**config.mk**
```make
export PLATFORM = sky130hd
export DESIGN_NAME = logic_unit_pipe_flat
export DESIGN_NICKNAME = d
export VERILOG_FILES = /design/src/rtl/logic_unit_pipe_if.sv /design/src/rtl/logic_unit_pipe.sv /design/src/flat_wrapper.sv
export SDC_FILE = /design/constraint.sdc
export NUM_CORES = 1
export LEC_CHECK = 0
export ABC_AREA = 1
export ABC_CLOCK_PERIOD_IN_PS = 5700
export CORE_MARGIN = 2
export CORE_UTILIZATION = 50
export CTS_BUF_LIST = sky130_fd_sc_hd__clkbuf_16
export CTS_CLUSTER_DIAMETER = 200
export DETAILED_ROUTE_END_ITERATION = 10
export PLACE_DENSITY = 0.84
export SYNTH_ARGS = -nofsm -noshare
export SYNTH_HDL_FRONTEND = slang
export SYNTH_SLANG_ARGS = --single-unit
```
**constraint.sdc**
```tcl
create_clock -name clk -period 5.7 [get_ports clk]
set_input_delay 0.57 -clock clk [delete_from_list [all_inputs] [get_ports clk]]
set_output_delay 0.57 -clock clk [all_outputs]
set_load 0.005 [all_outputs]
```
**src/rtl/logic_unit_pipe_if.sv**
```systemverilog
// Handshaked operand/result bundle for logic_unit_pipe.
// master drives operands and consumes results; slave is the unit.
interface logic_unit_pipe_if #(
  parameter int unsigned WIDTH = 8
);
  logic             in_valid;
  logic             in_ready;
  logic [2:0]       op;
  logic [WIDTH-1:0] a;
  logic [WIDTH-1:0] b;
  logic             acc_en;
  logic             acc_clr;
  logic             out_valid;
  logic             out_ready;
  logic [WIDTH-1:0] out_data;
  logic [2:0]       out_op;
  logic             out_zero;
  logic             out_parity;
  logic [WIDTH-1:0] acc_q;

  modport master (
    output in_valid,
    output op,
    output a,
    output b,
    output acc_en,
    output acc_clr,
    output out_ready,
    input  in_ready,
    input  out_valid,
    input  out_data,
    input  out_op,
    input  out_zero,
    input  out_parity,
    input  acc_q
  );

  modport slave (
    input  in_valid,
    input  op,
    input  a,
    input  b,
    input  acc_en,
    input  acc_clr,
    input  out_ready,
    output in_ready,
    output out_valid,
    output out_data,
    output out_op,
    output out_zero,
    output out_parity,
    output acc_q
  );
endinterface

```
**src/rtl/logic_unit_pipe.sv**
```systemverilog
// Registered bitwise logic unit with elastic output stage,
// accumulator operand mode and zero/parity status flags.
module logic_unit_pipe #(
  parameter int unsigned      WIDTH    = 8,
  parameter logic [WIDTH-1:0] ACC_INIT = '0
) (
  input  logic              clk,
  input  logic              rst,
  logic_unit_pipe_if.slave  bus
);

  typedef enum logic [2:0] {
    OP_NOTA = 3'd0,
    OP_NOTB = 3'd1,
    OP_OR   = 3'd2,
    OP_AND  = 3'd3,
    OP_XOR  = 3'd4,
    OP_NOR  = 3'd5,
    OP_NAND = 3'd6,
    OP_XNOR = 3'd7
  } op_e;

  logic             valid_q;
  logic [WIDTH-1:0] data_q;
  logic [2:0]       op_q;
  logic             zero_q;
  logic             parity_q;
  logic [WIDTH-1:0] acc_r;

  logic             in_ready;
  logic             accept;
  logic [7:0]       op_sel;
  logic [WIDTH-1:0] b_eff;
  logic [WIDTH-1:0] res;

  // Ready depends only on stage state, never on in_valid.
  assign in_ready = !valid_q || bus.out_ready;
  assign accept   = bus.in_valid && in_ready;

  assign b_eff  = bus.acc_en ? acc_r : bus.b;
  assign op_sel = 8'b1 << bus.op;

  always_comb begin
    res = '0;
    unique case (1'b1)
      op_sel[OP_NOTA]: res = ~bus.a;
      op_sel[OP_NOTB]: res = ~b_eff;
      op_sel[OP_OR]:   res = bus.a | b_eff;
      op_sel[OP_AND]:  res = bus.a & b_eff;
      op_sel[OP_XOR]:  res = bus.a ^ b_eff;
      op_sel[OP_NOR]:  res = ~(bus.a | b_eff);
      op_sel[OP_NAND]: res = ~(bus.a & b_eff);
      op_sel[OP_XNOR]: res = ~(bus.a ^ b_eff);
      default:         res = '0;
    endcase
  end

  always_ff @(posedge clk) begin
    if (rst) begin
      valid_q  <= 1'b0;
      data_q   <= '0;
      op_q     <= 3'd0;
      zero_q   <= 1'b1;
      parity_q <= 1'b0;
    end else if (accept) begin
      valid_q  <= 1'b1;
      data_q   <= res;
      op_q     <= bus.op;
      zero_q   <= (res == '0);
      parity_q <= ^res;
    end else if (bus.out_ready) begin
      valid_q  <= 1'b0;
    end
  end

  // Clear outranks write-back; the op still saw the old value.
  always_ff @(posedge clk) begin
    if (rst) begin
      acc_r <= ACC_INIT;
    end else if (bus.acc_clr) begin
      acc_r <= ACC_INIT;
    end else if (accept && bus.acc_en) begin
      acc_r <= res;
    end
  end

  assign bus.in_ready   = in_ready;
  assign bus.out_valid  = valid_q;
  assign bus.out_data   = data_q;
  assign bus.out_op     = op_q;
  assign bus.out_zero   = zero_q;
  assign bus.out_parity = parity_q;
  assign bus.acc_q      = acc_r;

endmodule

```
**src/flat_wrapper.sv**
```systemverilog
// flat-port wrapper written by rule: the top's interface ports become plain ports
module logic_unit_pipe_flat 
#(
  parameter int unsigned      WIDTH    = 8,
  parameter logic [WIDTH-1:0] ACC_INIT = '0
)
  (clk, rst, bus_in_valid, bus_op, bus_a, bus_b, bus_acc_en, bus_acc_clr, bus_out_ready, bus_in_ready, bus_out_valid, bus_out_data, bus_out_op, bus_out_zero, bus_out_parity, bus_acc_q);
  logic_unit_pipe_if #(.WIDTH(WIDTH)) bus_i ();
  input  logic clk;
  input  logic rst;
  input wire logic [$bits(bus_i.in_valid)-1:0] bus_in_valid;
  input wire logic [$bits(bus_i.op)-1:0] bus_op;
  input wire logic [$bits(bus_i.a)-1:0] bus_a;
  input wire logic [$bits(bus_i.b)-1:0] bus_b;
  input wire logic [$bits(bus_i.acc_en)-1:0] bus_acc_en;
  input wire logic [$bits(bus_i.acc_clr)-1:0] bus_acc_clr;
  input wire logic [$bits(bus_i.out_ready)-1:0] bus_out_ready;
  output wire logic [$bits(bus_i.in_ready)-1:0] bus_in_ready;
  output wire logic [$bits(bus_i.out_valid)-1:0] bus_out_valid;
  output wire logic [$bits(bus_i.out_data)-1:0] bus_out_data;
  output wire logic [$bits(bus_i.out_op)-1:0] bus_out_op;
  output wire logic [$bits(bus_i.out_zero)-1:0] bus_out_zero;
  output wire logic [$bits(bus_i.out_parity)-1:0] bus_out_parity;
  output wire logic [$bits(bus_i.acc_q)-1:0] bus_acc_q;
  assign bus_i.in_valid = bus_in_valid;
  assign bus_i.op = bus_op;
  assign bus_i.a = bus_a;
  assign bus_i.b = bus_b;
  assign bus_i.acc_en = bus_acc_en;
  assign bus_i.acc_clr = bus_acc_clr;
  assign bus_i.out_ready = bus_out_ready;
  assign bus_in_ready = bus_i.in_ready;
  assign bus_out_valid = bus_i.out_valid;
  assign bus_out_data = bus_i.out_data;
  assign bus_out_op = bus_i.out_op;
  assign bus_out_zero = bus_i.out_zero;
  assign bus_out_parity = bus_i.out_parity;
  assign bus_acc_q = bus_i.acc_q;
  logic_unit_pipe #(.WIDTH(WIDTH), .ACC_INIT(ACC_INIT)) u_core (.clk(clk), .rst(rst), .bus(bus_i));
endmodule
```
; Word-level counts from Yosys, hierarchy flattened
; Index checks and enable logic that the tools add are counted.
[totals]
ramBits = 0
output_inout_bits = 23
n_memories = 0
register_bits = 22
wordCells = 27
latch_bits = 0
romBits = 0
[classes]
mux = 4
n_div = 0
n_bitwise = 8
n_eq_ne = 0
order_cmp = 0
addsub = 0
shifts = 1
multipliers = 0
n_reduce_logical = 8
[op_table]
columns = cell, n
row1 = $pmux W8 S8, 1
row2 = $not A8 Y8, 5
row3 = $and A8 B8 Y8, 1
row4 = $logic_not A8 Y1, 1
row5 = $mux W8, 1
row6 = $or A8 B8 Y8, 1
row7 = $reduce_xor A8 Y1, 1
row8 = $shl A1 B3 Y8 const A, 1
row9 = $xor A8 B8 Y8, 1
row10 = $logic_and A1 B1 Y1, 2
row11 = $mux W1, 2
row12 = $reduce_bool A2 Y1, 1
row13 = $reduce_or A2 Y1, 1
row14 = $logic_not A1 Y1, 1
row15 = $logic_or A1 B1 Y1, 1

; Longest topological paths before layout
[depth]
ltp_word = 5
ltp_mapped = 17

; Least setup slack after synthesis
; OpenSTA, ideal clock, no wires.
[synth_timing]
path_kind = input to register
start = input port bus_acc_en
end = register u_core.parity_q (netlist: u_core.bus.out_parity)
setup_time_ns = 0.109
slack_ns = 3.296
t_required_ns = 5.591
stages = 16
arrival_time_ns = 2.295
cell_sequence = buf_2 inv_2 nand2_1 nand2_1 ha_1 inv_1 nand2_1 nand2_1 nor2_1 and2_1 ha_1 xnor2_1 xnor2_1 nand2_1 nand2_1 inv_1
[synth_between]
elab_chain_len = 5
elab_cells_between_ends = 10
[synth_rtl]
columns = item, line
row1 = from (decl), flat_wrapper.sv:15  ; input wire logic [$bits(bus_i.acc_en)-1:0] bus_acc_en;
row2 = $mux W8 (*), logic_unit_pipe.sv:40  ; assign b_eff = bus.acc_en ? acc_r : bus.b;
row3 = $xor A8 B8 Y8 (tied with other cells), "logic_unit_pipe.sv:50, logic_unit_pipe.sv:53"
row4 = "$not A8 Y8, on equally long branches", "logic_unit_pipe.sv:53, logic_unit_pipe.sv:51, logic_unit_pipe.sv:52"
row5 = $pmux W8 S8 (*), logic_unit_pipe.sv:45  ; unique case (1'b1)
row6 = $reduce_xor A8 Y1 (*), logic_unit_pipe.sv:70  ; parity_q <= ^res;
row7 = to (signal assigned), logic_unit_pipe.sv:70
row8 = to (decl), logic_unit_pipe.sv:27  ; logic parity_q;
; Every way passes the cells marked *; elsewhere a longest branch is shown, timed or not.
; A chain may end at the register's enable or synchronous reset.

; Worst setup path after layout
[layout_timing]
start = input port bus_op[2]
end = register u_core.parity_q (netlist: u_core.bus.out_parity)
[layout_between]
elab_chain_len = 3
[layout_rtl]
columns = item, line
row1 = from (decl), flat_wrapper.sv:12  ; input wire logic [$bits(bus_i.op)-1:0] bus_op;
row2 = $shl A1 B3 Y8, logic_unit_pipe.sv:41  ; assign op_sel = 8'b1 << bus.op;
row3 = $pmux W8 S8, logic_unit_pipe.sv:45
row4 = $reduce_xor A8 Y1, logic_unit_pipe.sv:70
; Every way passes these cells.

==> reports/results.env <==
RESULT_OF_THE_RUN='finished clean'
CLOCK_POWER_SHARE=0.285
DESIGN.PORTCOUNT=48
WORST_PIN_SLEW_NS=0.950
FINAL_PERIOD_MINUS_WORST_SETUP_SLACK_NS=3.55
ANTENNA_FOUND_INITIAL=0
YOSYSTOPAREACELLSHARE=0.208
CLK_ROOT_BUFFER_CELL='clkbuf_16'
CTS_SETUP_BUFFERS=0
PWR-SHARE-COMB=0.377
DETAILROUTE.VIA_COUNT=2345
NUMPLACEDINSTANCES=447
SHARE_SEQ_OF_TOTAL_POWER=0.339
WORST-R2R-CELL-COUNT=15
TOTAL_SWITCHING_POWER_W=0.000164
DR.FIRST_ITER.DRC_COUNT=197
DRT-WIRELENGTH-PER-CELL_UM=12.6
OVERFLOW=0
WORST_PATH_DOMINANT_CELL_FAMILY='buffers and inverters'
DRIVE_GT1_FRAC=0.0300
CTS_SINKS=22
FINISH.CELL_COUNT_WITHOUT_FILLERS=450
CTS_HTREE_LEVELS=1
POWER.IR.VDD_WORST_mV=0.194
FIRST_GLOBAL_VIAS=2096
POWER.DENSITY_CELL_AREA_nW_PER_UM2=193
CHIPHEIGHT_UM=69.1
FINAL_SLEW_VIOL_COUNT=0
LAYOUT_COMMONEST_CELL='nand2_1'
CRIT_TYPE='in -> reg'
WORST_PATH_LARGEST_CELL_DELAY_NS=1.09
SYN_AREA_UM2=2120
FLOORPLAN.INITIALDENSITY=0.526
DESIGN_AREA_UM2=2640
SYNTH_CELL_TYPE_COUNT=19
WIRE_LENGTH_OF_THE_FIRST_GLOBAL_ROUTING_PASS_UM=9410
CTS_BUFFER_COUNT=3
SYNTH_SEQ_AREA_SHARE=0.208
AREA_GROWTH_PCT=24.7
YOSYS_REGISTER_BITS=22
POST-ROUTE-DRC-COUNT=0
SYNTH.TOP_CELLS.BY_AREA='dfxtp_1, nand2_1, inv_1, ha_1, nand3_1'
HOLDCRITPATHCLASS='reg -> reg'
FINAL_NETS=447
P_SW_FRAC=0.321
INTERNAL_POWER_W=0.000346
FLOORPLAN.DIE_AREA_UM2=4770
SYNTH.YOSYS.WARNINGS=0
SYNTHESIS.INSTANCES=366
WORST-ENDPOINT-ARRIVAL_NS=3.70
LEADING_CELL_TYPES_IN_THE_LAYOUT_FILL_AND_TAPS_EXCLUDED='nand2_1, inv_1, nand3_1'
WORST_SLEW_MARGIN_RELATIVE_TO_ITS_LIMIT=0.364
PATH_BUF_INV=3
SYN-NUM-NETS=411
POST_CTS_RESIZED=0
CELL_TYPE_OF_THE_SLOWEST_STAGE_ON_THE_WORST_TIMING_PATH='clkdlybuf4s50_1'
WORST_HOLD_PATH_STAGE_COUNT=2
GLOBAL_ROUTER_S_OVERALL_RESOURCE_USAGE=0.235
DETAIL_ROUTE.FIRST_PASS.ITERATIONS=7
START_KIND='input pin'
FINALHOLDVIOLCOUNT=0
CRITPATHMAXFANOUT=26
LEAKAGE_nW=1.48
TRITONCTS='yes'
MAX_FREQ_GHz=0.282
TIMING.FINAL.CRIT_SHARE=0.623
TIMING.CRITICAL_PATH.DEPTH=13
N_ANTENNA_CELL=0
CTS.CLK_SLEW.WORST_PATHS_NS=0.06
GRT_SETUP_UNREPAIRED='false'
CRITPATHCAPTURETYPE='register'
AVGSYNTHCELLAREA_UM2=5.79
GP_CONGESTION=0.989
ROUTED_WIRELENGTH_UM=5670
FP-ROW-COUNT=23
CP_CELL_SEQUENCE='clkdlybuf4s50_1 > inv_2 > nor2_4 > nand2_1 > nand2_1 > nor2_1 > and2_1 > ha_1 > xnor2_1 > xnor2_1 > nand2_1 > nand2_1 > inv_1'
CTS_MAX_PATH_BUFFERS=2
POSTCTSHOLDBUFS=0
FINALSETUPTNS_NS=0
PORT_BUFFERS=47
CLOCK_LATENCY_NS=0.25
FINAL.SETUP_SKEW_NS=0.00469
CRITPATHREQUIREDTIME_NS=5.86
DETAILED_PLACE_HPWL_UM=4240
POSTPLACECELLAREA_UM2=2570
ANT_NETS=0
REPORT.FINAL.SETUP_VIOL=0
GRT_START_MAX_NET_PINS=27
VIASPERCELL=5.21
DRV_CAP=0
PATH_COMMON_CELL='nand2_1'
PLACEABLECOREAREA_UM2=4030
DIE_W_UM=69.1
NETLIST.TOP_CELL.BY_AREA='dfxtp_1'
FILL_CELLS=374
cells in the mapped netlist, drive strengths merged:
cell,n
clkbuf,1
dfxtp,22
and2,8
nand4,17
inv,80
xnor2,3
or2,1
buf,15
a21oi,12
nand2,94
nand3,48
ha,20
nor2,41
o21ai,4
cells by family after synthesis:
group / Yosys count / synth area share
DFF: 22 / 0.208
adders and majority gates: 20 / 0.118
AOI/OAI and AO/OA: 16 / 0.0378
and+or+nand+nor: 209 / 0.442
xor gates and xnor gates: 3 / 0.0124
buffers and inverters: 96 / 0.181
power groups by stage:
stage               Clock [W]  Combinational [W]  Sequential [W]
CTS                  0.000144           0.000191        0.000173
global route         0.000155           0.000212        0.000174
detailed placement          0           0.000188        0.000176
finish               0.000145           0.000192        0.000173
floorplan                   0           0.000121        0.000176
global placement            0           0.000183        0.000175
worst min-delay path, stage by stage, from the launching register on:
cell	delay, ns
dfxtp_1	0.33
nor2_1	0.05
nor2_1	0.08
path summary, 6_finish.rpt:
path                                     start                            endpoint  slack [ns]
max                                  bus_op[2]  u_core.bus.out_parity$_SDFFE_PP0P_        2.15
min          u_core.bus.out_op[0]$_SDFFE_PP0P_   u_core.bus.out_op[0]$_SDFFE_PP0P_        0.49
max reg2reg   u_core.bus.acc_q[7]$_SDFFE_PP0P_  u_core.bus.out_parity$_SDFFE_PP0P_        3.39
min reg2reg  u_core.bus.out_op[0]$_SDFFE_PP0P_   u_core.bus.out_op[0]$_SDFFE_PP0P_        0.49
final cells by class:
cell class,count,area [µm²],share of cell area
Clock buffer,3,75.1,0.0284
Multi-Input combinational cell,248,1290,0.490
Sequential cell,22,440,0.167
Inverter,80,300,0.114
Tap cell,50,62.6,0.0237
Timing Repair Buffer,47,470,0.178
sequential cells by signal, indices dropped and copies added, names as in the netlist:
name and count:
u_core.bus.out_data 8, u_core.bus.out_parity 1, u_core.bus.out_zero 1, u_core.bus.out_valid 1, u_core.bus.acc_q 8, u_core.bus.out_op 3
layer usage:
layer,vias to the layer above,routed length [µm],track usage
li1,1187,-,-
met1,1038,2380,0.296
met2,108,2820,0.411
met3,12,370,0.0468
met4,0,107,0.0545
met5,-,0,0
per-stage QoR:
stage	utilization	setup slack, ns	total power, W	hold slack [ns]
after detailed placement	0.637	2.00	0.000364	0.476
after floorplan	-	3.30	0.000297	0.467
after CTS	0.656	2.23	0.000508	0.490
after global routing	0.656	1.97	0.000541	0.536
final	0.656	2.15	0.000510	0.487
after global placement	0.637	2.02	0.000358	0.464
(Power assumes the default switching activity.)
